$ cat src/rtl/mux_2to1.sv
// mux_2to1: parameterised-width 2:1 multiplexer with a zero-latency
// combinational output, a registered copy with valid flag, and a
// saturating counter of select changes.
// Optional build macro: MUX_2TO1_PARITY_EN adds a registered parity
// output y_par (XOR-reduction of the captured data).
module mux_2to1 #(
  parameter int W     = 1,
  parameter int CNT_W = 8
) (
  input  logic             clk,
  input  logic             rst,
  input  logic             s,
  input  logic [W-1:0]     d0,
  input  logic [W-1:0]     d1,
  input  logic             en,
  output logic [W-1:0]     y,
  output logic [W-1:0]     y_q,
  output logic             y_vld,
`ifdef MUX_2TO1_PARITY_EN
  output logic             y_par,
`endif
  output logic [CNT_W-1:0] sw_cnt
);

  logic [W-1:0]     w_sel;
  logic             w_sw;
  logic             w_sat;

  logic [W-1:0]     r_y_q;
  logic             r_y_vld;
  logic             r_s_prev;
  logic [CNT_W-1:0] r_sw_cnt;

  // Selected data; shared by the zero-latency output and the capture path.
  always_comb begin
    w_sel = s ? d1 : d0;
  end

  // A select change is any difference from last cycle's sampled select;
  // the counter stops at all-ones so it never wraps back to a small value.
  assign w_sw  = (s != r_s_prev);
  assign w_sat = (r_sw_cnt == {CNT_W{1'b1}});

  // Capture the selected value when enabled; reset discards it.
  always_ff @(posedge clk or posedge rst) begin
    if (rst) begin
      r_y_q   <= '0;
      r_y_vld <= 1'b0;
    end else if (en) begin
      r_y_q   <= w_sel;
      r_y_vld <= 1'b1;
    end
  end

  // Track the previous select every cycle, independent of the capture enable.
  always_ff @(posedge clk or posedge rst) begin
    if (rst) begin
      r_s_prev <= 1'b0;
    end else begin
      r_s_prev <= s;
    end
  end

  // Count select changes, holding once the counter reaches its maximum.
  always_ff @(posedge clk or posedge rst) begin
    if (rst) begin
      r_sw_cnt <= '0;
    end else if (w_sw && !w_sat) begin
      r_sw_cnt <= r_sw_cnt + 1'b1;
    end
  end

`ifdef MUX_2TO1_PARITY_EN
  logic r_y_par;

  // Parity of the selected data, captured under the same enable as y_q.
  always_ff @(posedge clk or posedge rst) begin
    if (rst) begin
      r_y_par <= 1'b0;
    end else if (en) begin
      r_y_par <= ^w_sel;
    end
  end

  assign y_par = r_y_par;
`endif

  assign y      = w_sel;
  assign y_q    = r_y_q;
  assign y_vld  = r_y_vld;
  assign sw_cnt = r_sw_cnt;

endmodule

$ cat config.mk
export PLATFORM = sky130hd
export DESIGN_NAME = mux_2to1
export DESIGN_NICKNAME = d
export VERILOG_FILES = /design/src/rtl/mux_2to1.sv
export SDC_FILE = /design/constraint.sdc
export NUM_CORES = 1
export LEC_CHECK = 0
export CAP_MARGIN = 20
export CORE_MARGIN = 2
export CORE_UTILIZATION = 30
export CTS_CLUSTER_DIAMETER = 120
export DETAILED_ROUTE_END_ITERATION = 16
export PLACE_DENSITY = 0.58
export SETUP_SLACK_MARGIN = 0.15
export SYNTH_ARGS = -nofsm -noshare
export SYNTH_HDL_FRONTEND = slang
export SYNTH_SLANG_ARGS = --single-unit
$ cat constraint.sdc
create_clock -name clk -period 2.7 [get_ports clk]
set_input_delay 0.81 -clock clk [delete_from_list [all_inputs] [get_ports clk]]
set_output_delay 0.81 -clock clk [all_outputs]
set_load 0.02 [all_outputs]
Word-level counts from Yosys, hierarchy flattened
Cells that the tools add are included.
- $add $sub $neg: 1
- equality and inequality tests: 2
- muxes and demuxes: 1
- reductions and logical operators: 2
- operators by type and width (operator ; count):
    $add 8x1->8 const B ; 1
    $eq 8x8->1 const B ; 1
    $logic_and 1x1->1 ; 1
    $logic_not 1->1 ; 1
    $mux 1 ; 1
    $ne 1x1->1 ; 1
- flip-flop bits (word level): 11
- bits of input ports: 6
- output and inout bits: 11
- logic and storage cells: 10

Logic depth before layout (Yosys ltp)
- depth in word-level cells: 3
- gate-level depth with buffers: 4
- gate-level depth less buffers: 4

Worst setup path after synthesis
OpenSTA, ideal clock, no wires.
- path kind: input to output
- from: in s
- to: out y
- data arrival time: 1.179 ns
- required time: 1.890 ns
- slack: 0.711 ns
- stages: 1
- path buffers: 0
- cells stage by stage: mux2_2
- cells in the longest elaborated chain, start to end: 1
- RTL lines (element ; RTL line ; text):
    from (decl) ; 12 ; input logic s,
    $mux 1 ; 36 ; w_sel = s ? d1 : d0;
    to (decl) ; 16 ; output logic [W-1:0] y,
No other way between the ends.

Final worst setup path
- from: in d0
- to: out y
- cells in the longest elaborated chain, start to end: 1
- RTL lines (element ; RTL line ; text):
    from (decl) ; 13 ; input logic [W-1:0] d0,
    $mux 1 ; 36 ;
No other way between the ends.

==> flow_metrics.env <==
export IMPL_die_h_um=46.60
export IMPL_clock_sinks=11
export IMPL_crit_end="y"
export IMPL_cts_tree="yes"
export IMPL_num_antenna_cells=0
export IMPL_finalCriticalPeriod_ns=2.451
export IMPL_dp_hpwl_um=757.7
export IMPL_synth_nets=54
export IMPL_core_area_sq_um=1708
export IMPL_worstPathArrival_ns=1.64
export IMPL_layout_setup_ws_ns=0.2487
export IMPL_drc=0
export IMPL_cts_htree_levels=1
export IMPL_synth_edf_count=0
export IMPL_async_reset_ff_share_pct=100.0
export IMPL_syn_inst=47
export IMPL_crit_path_max_fanout=2
export IMPL_placed_cells=89
export IMPL_vdd_drop_max_uv=306.2
export IMPL_powerDensity_nw_per_um2=1023
export IMPL_cp_start_kind="primary input"
export IMPL_final_max_slew_violation_count=0
export IMPL_initial_utilization_pct=31.87
export IMPL_p_leak_nw=0.3108
export IMPL_hold_path_class="flop to flop"
export IMPL_track_usage_pct=11.28
export IMPL_vias_per_cell=4.516
export IMPL_synth_cell_types=26
export IMPL_reg2reg_to="sw_cnt[1]$_DFFE_PP0P_"
export IMPL_clk_path_buf_depth=2
export IMPL_antenna_found_initial=0
export IMPL_finalClockSkew_ns=0.002918
export IMPL_critPathSlowestCell="clkdlybuf4s50_1"
export IMPL_max_stage_delay_ns=0.40
export IMPL_die_w_um=46.60
export IMPL_pin_count=17
export IMPL_ant_nets=0
export IMPL_syn_area_per_cell_sq_um=11.58
export IMPL_grt_max_degree=12
export IMPL_dr_pass1_iters=3
export IMPL_worstMarginPinSlew_ns=0.4390
export IMPL_slew_headroom_pct=70.70
export IMPL_wl_per_cell_um=10.98
export IMPL_report_final_hold_viol_count=0
export IMPL_layout_cells_non_filler=93
export IMPL_max_cap_violations=0
export IMPL_outcome="finished clean"
export IMPL_dieArea_sq_um=2171
export IMPL_ys_flop_type="dfrtp_1"
export IMPL_r2r_start="sw_cnt[0]$_DFFE_PP0P_"
export IMPL_rows=15
export IMPL_grt_pass1_vias=394
export IMPL_syn_to_final_growth_pct=41.38
export IMPL_pre_cts_slack_ns=-0.2989
export IMPL_crit_start="d0"
export IMPL_fin_util_pct=45.05
export IMPL_worst_ep_required_time_ns=1.89
export IMPL_rsz0062_at_grt="no"
export IMPL_postCtsSetupRepairBufs=0
export IMPL_port_buffer_count=16
export IMPL_ff2ff_path_depth=4
export IMPL_final_nets=76
export IMPL_cp_end_kind="primary output"
export IMPL_grt_ovfl_total=0
export IMPL_synthTopCellsByArea="dfrtp_1 (51%), mux2_2 (6.2%), xnor2_1 (4.8%)"
export IMPL_clkTransAtPathRegs_ns=0.07
export IMPL_routed_wl_um=1021
export IMPL_setup_viol=0
export IMPL_cts_hold_fix_buffers=0
export IMPL_gp_congestion=0.7194
export IMPL_clock_fmax_mhz=408.0
export IMPL_worstPathCellList="clkdlybuf4s50_1, mux2_4, buf_4"
export IMPL_worstSetupPathType="primary input to primary output"
export IMPL_grt_pass1_wl_um=1669
export IMPL_synth_area_leader_cell="dfrtp_1"
export IMPL_r2r_slack_ns=1.09
export IMPL_layout_drive_gt1_share_pct=19.12
export IMPL_yosysSeqAreaShare_pct=50.57
export IMPL_clock_latency_ns=0.26
export IMPL_dr_first_iter_drc_count=2
export IMPL_synth_seq_cells=11
export IMPL_num_vias=420
export IMPL_syn_area_sq_um=544.3
export IMPL_cts_buffers=3
export IMPL_yosys_area_top_type_share_pct=50.57
export IMPL_clockRootBuffer="clkbuf_4"
export IMPL_yosysWarnings=0
export IMPL_fin_crit_sh_pct=90.79
-- cell type report --
cell class,count,area [sq um]
sequential,11,275.3
tap,25,31.28
timing repair buffer,17,163.9
clock buffer,4,26.28
inverter,2,7.507
fill,162,938.4
multi-input combinational,34,265.3
-- power by group --
| group | switching (mW) | internal (mW) | total [mW] |
|---|---|---|---|
| Combinational | 0.171 | 0.198 | 0.368 |
| Clock | 0.0554 | 0.0570 | 0.112 |
| Sequential | 0.0839 | 0.223 | 0.307 |
| Total | 0.310 | 0.477 | 0.787 |
-- through the flow --
| stage | hold slack, ns | TNS (ns) | cell area [sq um] | power [mW] |
|---|---|---|---|---|
| 6_report | 0.4769 | 0 | 769.5 | 0.7872 |
| 5_1_grt | 0.5120 | 0 | 769.5 | 0.8427 |
| 4_1_cts | 0.4817 | 0 | 769.5 | 0.7958 |
| 3_5_place_dp | 0.4517 | -0.2989 | 743.2 | 0.6775 |
| 3_3_place_gp | 0.4584 | -0.2763 | 743.2 | 0.6769 |
| 2_1_floorplan | 0.5947 | 0 | 544.3 | 0.5183 |
-- layout by cell type (no fill, tap or decap), types with 2 or more instances in the layout --
| master | netlist | final |
|---|---|---|
| clkbuf_4 | 0 | 3 |
| nand2_1 | 4 | 4 |
| mux2_4 | 1 | 2 |
| inv_1 | 2 | 2 |
| clkdlybuf4s50_1 | 0 | 14 |
| buf_4 | 0 | 2 |
| nand3_1 | 2 | 2 |
| nor3_1 | 2 | 2 |
| dfrtp_1 | 11 | 11 |
| mux2_2 | 3 | 2 |
| a21oi_1 | 2 | 2 |
| xnor2_1 | 3 | 3 |
-- synth_stat cells, types with 2 or more instances --
| library cell | number |
|---|---|
| nor3_1 | 2 |
| a21oi_1 | 2 |
| nand2_1 | 4 |
| xnor2_1 | 3 |
| dfrtp_1 | 11 |
| inv_1 | 2 |
| nand3_1 | 2 |
| mux2_2 | 3 |
-- routing by layer --
layer / vias to the layer above / wire length [um] / track usage (%)
met5: - / 0 / 0
met4: 0 / 0 / 5.143
met3: 0 / 63 / 4.706
met2: 14 / 430 / 15.28
met1: 190 / 527 / 15.29
li1: 216 / - / -
-- registers in the layout, indices dropped and copies added, names as in the netlist --
register,count
y_q,1
sw_cnt,8
r_s_prev,1
y_vld,1
-- worst min-delay path by stage --
| stage | start | endpoint | cells past startpoint |
|---|---|---|---|
| 2_1_floorplan | y_vld$_DFFE_PP0P_ | y_vld$_DFFE_PP0P_ | 1 |
| 3_3_place_gp | y_vld$_DFFE_PP0P_ | y_vld$_DFFE_PP0P_ | 1 |
| 3_5_place_dp | y_vld$_DFFE_PP0P_ | y_vld$_DFFE_PP0P_ | 1 |
| 4_1_cts | y_vld$_DFFE_PP0P_ | y_vld$_DFFE_PP0P_ | 1 |
| 5_1_grt | y_vld$_DFFE_PP0P_ | y_vld$_DFFE_PP0P_ | 1 |
| 6_report | y_vld$_DFFE_PP0P_ | y_vld$_DFFE_PP0P_ | 1 |
-- logic make-up (layout without fill, tap and decap cells) --
kind of cell,after synthesis,after routing,synth area share (%)
AOI/OAI and AO/OA,7,7,9.196
muxes,6,6,12.87
xor gates and xnor gates,4,4,6.438
buffers and inverters,2,23,1.380
adders and majority gates,1,1,2.298
DFF,11,11,50.57
and+or+nand+nor,16,16,17.24
-- critical path, delay by kind of cell --
kind / cells / cell delay, ns
buffers and inverters: 2 / 0.56
multiplexers: 1 / 0.27
-- timing repair --
action	CTS	global route
setup endpoints to repair	1	0
gates resized for setup	7	0
hold endpoints to repair	0	0
Note: power is estimated with default switching activity, not from simulation.
